==> config.mk <==
export PLATFORM = sky130hd
export DESIGN_NAME = fighter_ctrl
export DESIGN_NICKNAME = d
export VERILOG_FILES = /design/src/rtl/fighter_pkg.sv /design/src/rtl/phase_timer.sv /design/src/rtl/fighter_ctrl.sv
export SDC_FILE = /design/constraint.sdc
export NUM_CORES = 1
export LEC_CHECK = 0
export ABC_AREA = 0
export BUFFER_PORTS_ARGS = -buffer_cell sky130_fd_sc_hd__buf_2
export CORE_ASPECT_RATIO = 0.8
export CORE_MARGIN = 4
export CORE_UTILIZATION = 49
export CTS_BUF_LIST = sky130_fd_sc_hd__clkbuf_4 sky130_fd_sc_hd__clkbuf_8 sky130_fd_sc_hd__clkbuf_16
export CTS_CLUSTER_SIZE = 12
export DETAILED_ROUTE_END_ITERATION = 12
export HOLD_SLACK_MARGIN = 0.12
export PLACE_DENSITY = 0.78
export SYNTH_ARGS = -nofsm -noshare
export SYNTH_HDL_FRONTEND = slang
export SYNTH_SLANG_ARGS = --single-unit
export TNS_END_PERCENT = 10
==> constraint.sdc <==
create_clock -name clk -period 3.79 [get_ports clk]
set_clock_uncertainty 0.05 [all_clocks]
set_input_delay 0.5685 -clock clk [delete_from_list [all_inputs] [get_ports clk]]
set_output_delay 0.5685 -clock clk [all_outputs]
set_load 0.02 [all_outputs]
==> src/rtl/fighter_pkg.sv <==
// ============================================================================
// Module   : fighter_pkg
// Purpose  : Shared state encoding, box geometry offsets and box helpers for
//            the fighter controller.
// Revision : 1.0  initial release
// ============================================================================
`default_nettype none

package fighter_pkg;

    typedef enum logic [3:0] {
        ST_IDLE        = 4'd0,
        ST_FWD         = 4'd1,
        ST_BACK        = 4'd2,
        ST_ATK_START   = 4'd3,
        ST_ATK_ACTIVE  = 4'd4,
        ST_ATK_RECOVER = 4'd5,
        ST_HITSTUN     = 4'd6
    } state_e;

    localparam int c_HIT_Y1  = 24;
    localparam int c_HIT_Y2  = 57;
    localparam int c_HURT_X1 = 37;
    localparam int c_BODY_X  = 86;   // hurtbox right edge and hitbox left edge
    localparam int c_HIT_X2  = 130;
    localparam int c_HURT_H  = 150;

    // Boxes are built at this width; X_W must not exceed it.
    localparam int c_BOX_W = 16;

    typedef struct packed {
        logic [c_BOX_W-1:0] x1;
        logic [c_BOX_W-1:0] x2;
        logic [c_BOX_W-1:0] y1;
        logic [c_BOX_W-1:0] y2;
    } box_t;

    // A right-side player mirrors each x offset about the sprite width.
    function automatic box_t hitbox_of(input int side, input int posx,
                                       input int sprite_w, input int pos_y);
        box_t b;
        b.y1 = c_BOX_W'(pos_y + c_HIT_Y1);
        b.y2 = c_BOX_W'(pos_y + c_HIT_Y2);
        if (side == 0) begin
            b.x1 = c_BOX_W'(posx + c_BODY_X);
            b.x2 = c_BOX_W'(posx + c_HIT_X2);
        end else begin
            b.x1 = c_BOX_W'(posx + sprite_w - c_HIT_X2);
            b.x2 = c_BOX_W'(posx + sprite_w - c_BODY_X);
        end
        return b;
    endfunction

    function automatic box_t hurtbox_of(input int side, input int posx,
                                        input int sprite_w, input int pos_y);
        box_t b;
        b.y1 = c_BOX_W'(pos_y);
        b.y2 = c_BOX_W'(pos_y + c_HURT_H);
        if (side == 0) begin
            b.x1 = c_BOX_W'(posx + c_HURT_X1);
            b.x2 = c_BOX_W'(posx + c_BODY_X);
        end else begin
            b.x1 = c_BOX_W'(posx + sprite_w - c_BODY_X);
            b.x2 = c_BOX_W'(posx + sprite_w - c_HURT_X1);
        end
        return b;
    endfunction

endpackage

`default_nettype wire

==> src/rtl/phase_timer.sv <==
// ============================================================================
// Module   : phase_timer
// Purpose  : Saturating cycle counter with clear; done flags the last cycle
//            of a phase whose length is supplied at runtime.
// Revision : 1.0  initial release
// ============================================================================
`default_nettype none

module phase_timer #(
    parameter int W = 8
) (
    input  logic         clk,
    input  logic         rst,
    input  logic         clr,
    input  logic [W-1:0] len,
    output logic         done
);

    logic [W-1:0] r_count;

    always_ff @(posedge clk or posedge rst) begin
        if (rst) begin
            r_count <= '0;
        end else if (clr) begin
            r_count <= '0;
        end else if (r_count != {W{1'b1}}) begin
            r_count <= r_count + 1'b1;
        end
    end

    assign done = (r_count == (len - 1'b1));

endmodule

`default_nettype wire

==> src/rtl/fighter_ctrl.sv <==
// ============================================================================
// Module   : fighter_ctrl
// Purpose  : Per-player fighter state machine with clamped movement, attack
//            phases and mirrored hit/hurt boxes. Define FIGHTER_HITSTUN_EN to
//            compile in the hitstun/knockback reaction to the hit input.
// Revision : 1.0  initial release
// ============================================================================
`default_nettype none

module fighter_ctrl
    import fighter_pkg::*;
#(
    parameter int SIDE      = 0,
    parameter int X_W       = 10,
    parameter int SPEED     = 15,
    parameter int X_MIN     = 50,
    parameter int X_MAX     = 490,
    parameter int X_RST_L   = 210,
    parameter int X_RST_R   = 420,
    parameter int POS_Y     = 170,
    parameter int SPRITE_W  = 150,
    parameter int T_START   = 4,
    parameter int T_ACTIVE  = 1,
    parameter int T_RECOVER = 15,
    parameter int T_HITSTUN = 12,
    parameter int KNOCKBACK = 8
) (
    input  logic           clk,
    input  logic           rst,
    input  logic           left,
    input  logic           right,
    input  logic           attack,
    input  logic           hit,
    output logic [X_W-1:0] posx,
    output logic [X_W-1:0] posy,
    output logic [3:0]     state,
    output logic           attack_active,
    output logic [X_W-1:0] hitbox_x1,
    output logic [X_W-1:0] hitbox_x2,
    output logic [X_W-1:0] hitbox_y1,
    output logic [X_W-1:0] hitbox_y2,
    output logic [X_W-1:0] hurtbox_x1,
    output logic [X_W-1:0] hurtbox_x2,
    output logic [X_W-1:0] hurtbox_y1,
    output logic [X_W-1:0] hurtbox_y2
);

    localparam int c_TW = 8;

`ifdef FIGHTER_HITSTUN_EN
    localparam logic c_HIT_EN = 1'b1;
`else
    localparam logic c_HIT_EN = 1'b0;
`endif

    localparam logic [X_W-1:0] c_POSX_RST = X_W'((SIDE == 0) ? X_RST_L : X_RST_R);
    localparam int c_FWD_DELTA = (SIDE == 0) ? SPEED : -SPEED;
    localparam int c_KB_DELTA  = (SIDE == 0) ? -KNOCKBACK : KNOCKBACK;

    localparam logic signed [X_W:0] c_STEP_FWD  = (X_W+1)'(c_FWD_DELTA);
    localparam logic signed [X_W:0] c_STEP_BACK = (X_W+1)'(-c_FWD_DELTA);
    localparam logic signed [X_W:0] c_STEP_KB   = (X_W+1)'(c_KB_DELTA);
    localparam logic signed [X_W:0] c_MIN_S     = (X_W+1)'(X_MIN);
    localparam logic signed [X_W:0] c_MAX_S     = (X_W+1)'(X_MAX);

    logic [3:0]             r_state;
    logic [X_W-1:0]         r_posx;
    logic                   r_attack_active;
    logic [3:0]             w_next;
    logic                   w_hit;
    logic                   w_fwd_in;
    logic                   w_back_in;
    logic [c_TW-1:0]        w_len;
    logic                   w_done;
    logic                   w_clr;
    logic signed [X_W:0]    w_step;
    logic signed [X_W:0]    w_sum;
    logic [X_W-1:0]         w_posx_next;
    box_t                   w_hit_b;
    box_t                   w_hurt_b;
    logic                   w_box_unused;

    assign w_hit = hit & c_HIT_EN;

    generate
        if (SIDE == 0) begin : g_side_left
            assign w_fwd_in  = right;
            assign w_back_in = left;
        end else begin : g_side_right
            assign w_fwd_in  = left;
            assign w_back_in = right;
        end
    endgenerate

    always_comb begin
        w_len = c_TW'(1);
        case (r_state)
            ST_ATK_START:   w_len = c_TW'(T_START);
            ST_ATK_ACTIVE:  w_len = c_TW'(T_ACTIVE);
            ST_ATK_RECOVER: w_len = c_TW'(T_RECOVER);
            ST_HITSTUN:     w_len = c_TW'(T_HITSTUN);
            default:        w_len = c_TW'(1);
        endcase
    end

    // Counter restarts whenever the state register is about to change.
    assign w_clr = (w_next != r_state);

    phase_timer #(
        .W   (c_TW)
    ) u_phase_timer (
        .clk  (clk),
        .rst  (rst),
        .clr  (w_clr),
        .len  (w_len),
        .done (w_done)
    );

    always_comb begin
        w_next = ST_IDLE;
        case (r_state)
            ST_IDLE, ST_FWD, ST_BACK: begin
                if (w_hit)              w_next = ST_HITSTUN;
                else if (attack)        w_next = ST_ATK_START;
                else if (left && right) w_next = ST_BACK;
                else if (w_fwd_in)      w_next = ST_FWD;
                else if (w_back_in)     w_next = ST_BACK;
                else                    w_next = ST_IDLE;
            end
            ST_ATK_START: begin
                if (w_hit)       w_next = ST_HITSTUN;
                else if (w_done) w_next = ST_ATK_ACTIVE;
                else             w_next = ST_ATK_START;
            end
            ST_ATK_ACTIVE: begin
                if (w_hit)       w_next = ST_HITSTUN;
                else if (w_done) w_next = ST_ATK_RECOVER;
                else             w_next = ST_ATK_ACTIVE;
            end
            ST_ATK_RECOVER: begin
                if (w_hit)       w_next = ST_HITSTUN;
                else if (w_done) w_next = ST_IDLE;
                else             w_next = ST_ATK_RECOVER;
            end
            ST_HITSTUN: begin
                w_next = w_done ? ST_IDLE : ST_HITSTUN;
            end
            default: w_next = ST_IDLE;
        endcase
    end

    always_comb begin
        w_step = '0;
        case (r_state)
            ST_FWD:     w_step = c_STEP_FWD;
            ST_BACK:    w_step = c_STEP_BACK;
            ST_HITSTUN: w_step = c_STEP_KB;
            default:    w_step = '0;
        endcase
    end

    // One extra signed bit keeps the sum from wrapping before the clamp.
    assign w_sum = $signed({1'b0, r_posx}) + w_step;

    always_comb begin
        if (w_sum > c_MAX_S)      w_posx_next = X_W'(X_MAX);
        else if (w_sum < c_MIN_S) w_posx_next = X_W'(X_MIN);
        else                      w_posx_next = w_sum[X_W-1:0];
    end

    always_ff @(posedge clk or posedge rst) begin
        if (rst) begin
            r_state         <= ST_IDLE;
            r_posx          <= c_POSX_RST;
            r_attack_active <= 1'b0;
        end else begin
            r_state         <= w_next;
            r_posx          <= w_posx_next;
            r_attack_active <= (w_next == ST_ATK_ACTIVE);
        end
    end

    assign w_hit_b  = hitbox_of(SIDE, int'(r_posx), SPRITE_W, POS_Y);
    assign w_hurt_b = hurtbox_of(SIDE, int'(r_posx), SPRITE_W, POS_Y);
    assign w_box_unused = ^{w_hit_b, w_hurt_b};

    assign posx          = r_posx;
    assign posy          = X_W'(POS_Y);
    assign state         = r_state;
    assign attack_active = r_attack_active;
    assign hitbox_x1     = w_hit_b.x1[X_W-1:0];
    assign hitbox_x2     = w_hit_b.x2[X_W-1:0];
    assign hitbox_y1     = w_hit_b.y1[X_W-1:0];
    assign hitbox_y2     = w_hit_b.y2[X_W-1:0];
    assign hurtbox_x1    = w_hurt_b.x1[X_W-1:0];
    assign hurtbox_x2    = w_hurt_b.x2[X_W-1:0];
    assign hurtbox_y1    = w_hurt_b.y1[X_W-1:0];
    assign hurtbox_y2    = w_hurt_b.y2[X_W-1:0];

endmodule

`default_nettype wire

==> results.cfg <==
[floorplan]
die_w_um = 90.6
dieHeight_um = 74.1
initial_core_util_pct = 52.0
pin_count = 111
rows = 23
core_um2 = 5150
die_area_um2 = 6720

[setup_path]
worst_setup_path_end_kind = flip-flop
reg2reg_from = state[2]$_DFF_PP0_
arrival_ns = 3.49
critical_path_peak_fanout = 15
crit_type = reg -> reg
crit_path_start_kind = flip-flop
cp.required_ns = 3.86
startpoint = state[2]$_DFF_PP0_

[synth]
synth_most_common_cell = buf_4
synth_seq_cells = 22
synthFlopType = dfrtp_1
synth_largest_area_cell = buf_4
seq_area_frac_synth_pct = 20.8
synth_area_leaders = buf_4 (18%), dfrtp_1 (17%), ha_1 (7.0%), xnor2_1 (6.2%), xor2_1 (5.2%)
synth_edf_count = 0
syn-mean-instance-area_um2 = 8.13
synth_top_area_share_pct = 18.2
ys_warn_count = 0
synth_cells = 329
netlist_area_um2 = 2680
ys_types = 65
async_flop_share_pct = 100
synth_common_cells = buf_4 (65), nor2_1 (30), xnor2_1 (19), dfrtp_1 (18), nand2_1 (18)

[clock_tree]
tritoncts = yes
clock_latency_ns = 0.26
clk_pin_slew_ns = 0.08
clock_sinks = 22
clockBufferDepth = 2
numCtsBuffers = 3
cts_hold_buf = 0
cts-root-buf = clkbuf_8
h-tree-depth = 1

[sta]
rsz0062_at_grt = false
hold_viol = 0
fin_crit_sh_pct = 90.3
hold_slack_ns = 0.407
worst_pin_slew_ns = 0.826
setup_tns_ns = 0
max_freq_ghz = 0.292
maxSlewHeadroom_pct = 44.9
fin_crit_ns = 3.42
final-setup-viol-count = 0
drv_slew = 0

[routing]
post_drt_wl_per_cell_um = 13.2
drcViolationCount = 0
drt_iter0_markers = 59
wirelength_um = 5660
viasPerCell = 5.12
first_pass_iters = 4
drtAntennaViolNets = 0
vias = 2198

[global_route]
grt_use_total_pct = 16.1
overflow = 0
grt_pass1_vias = 2010
grt_pass1_wl_um = 9140
antenna_found_initial = 0
grt_max_degree = 23

[cells_and_area]
final_nets = 390
multiInputGateArea_um2 = 1730
seq_area_um2 = 557
n_antenna_cell = 0
fill_cells = 497
drive_above_1_share_pct = 22.3
syn2layout_area_growth_pct = 2.85

[placed_design]
place_congestion = 0.836
io_buffers = 58
hpwl_um = 4600

[worst_hold_path]
hp-class = in -> async

[run]
drv_cap = 0

[run_status]
status = finished, final reports clean
==> registers in the layout, summed over array words and instances, names as in the netlist <==
register / count
attack_active: 1
posx: 10
state: 3
u_phase_timer.r_count: 8
==> final timing paths <==
kind	to	slack (ns)	cells after the start
max in group asynchronous	state[0]$_DFF_PP0_	2.71	2
max reg2reg	posx[5]$_DFF_PP0_	0.37	11
min in group clk	u_phase_timer.r_count[5]$_DFFE_PP0P_	0.54	2
min reg2reg	u_phase_timer.r_count[5]$_DFFE_PP0P_	0.54	2
max	posx[5]$_DFF_PP0_	0.37	11
min	u_phase_timer.r_count[5]$_DFFE_PP0P_	0.41	2
==> routing by layer <==
metal | global-route usage [%] | vias up | share of wire (%)
li1 | - | 1086 | -
met1 | 21.7 | 1023 | 46
met2 | 28.2 | 85 | 46
met3 | 2.33 | 4 | 6.8
met4 | 3.06 | 0 | 0.57
met5 | 0 | - | 0
==> cell families (layout without fill, tap and decap cells) <==
kind of cell             Yosys count  in the layout  synth area share, %
XOR/XNOR                          35             35                 11.5
AO/OA/AOI/OAI                     66             66                 16.9
flip-flops                        22             22                 20.8
multiplexers                       3              3                 1.12
other                              2             52                0.281
buffers and inverters             86             74                 21.6
AND/OR/NAND/NOR                   98             98                 19.7
adder cells (fa/ha/maj)           17             17                 8.18
==> through the flow <==
stage | util [%] | setup WS, ns | instances | cell area, µm²
6_report | 53.4 | 0.368 | 429 | 2750
5_1_grt | 53.4 | 0.0340 | 429 | 2750
4_1_cts | 53.4 | 0.322 | 429 | 2750
3_5_place_dp | 52.5 | 0.335 | 425 | 2700
3_3_place_gp | 52.5 | 0.433 | 425 | 2700
2_1_floorplan | - | 0.628 | 379 | 2860
==> area by class of cell <==
| type | count | area share (%) |
|---|---|---|
| multi-input combinational | 271 | 62.9 |
| sequential | 22 | 20.2 |
| timing repair buffer | 59 | 10.8 |
| tap | 62 | 2.82 |
| clock buffer | 4 | 1.77 |
| inverter | 11 | 1.50 |
==> worst max-delay path, cell delays in order, from the launching register on <==
cell and delay, ns:
dfrtp_1 0.56, nor2b_1 0.22, nor2b_1 0.27, inv_1 0.12, fa_1 0.43, nand2b_1 0.20
a21o_1 0.21, a211oi_2 0.26, nor4_1 0.07, a311o_2 0.43, nor4b_4 0.37, nand2_1 0.09
==> cells in the final DEF, fill, tap and decap left out, drive strengths merged, types with 11 or more instances in the layout <==
cell,instances
buf,59
conb,52
nor2,30
xnor2,19
o21ai,19
nand2,18
dfrtp,18
xor2,16
ha,15
a21oi,14
inv,11
==> what timing repair did <==
action,4_1_cts,5_1_grt
hold endpoints to repair,0,0
buffers inserted,0,0
gates resized for setup,0,1
endpoints found under the setup margin,0,1
Power is not shown: default switching activity piles up to over one toggle a cycle in this logic, so the estimate is an artifact.
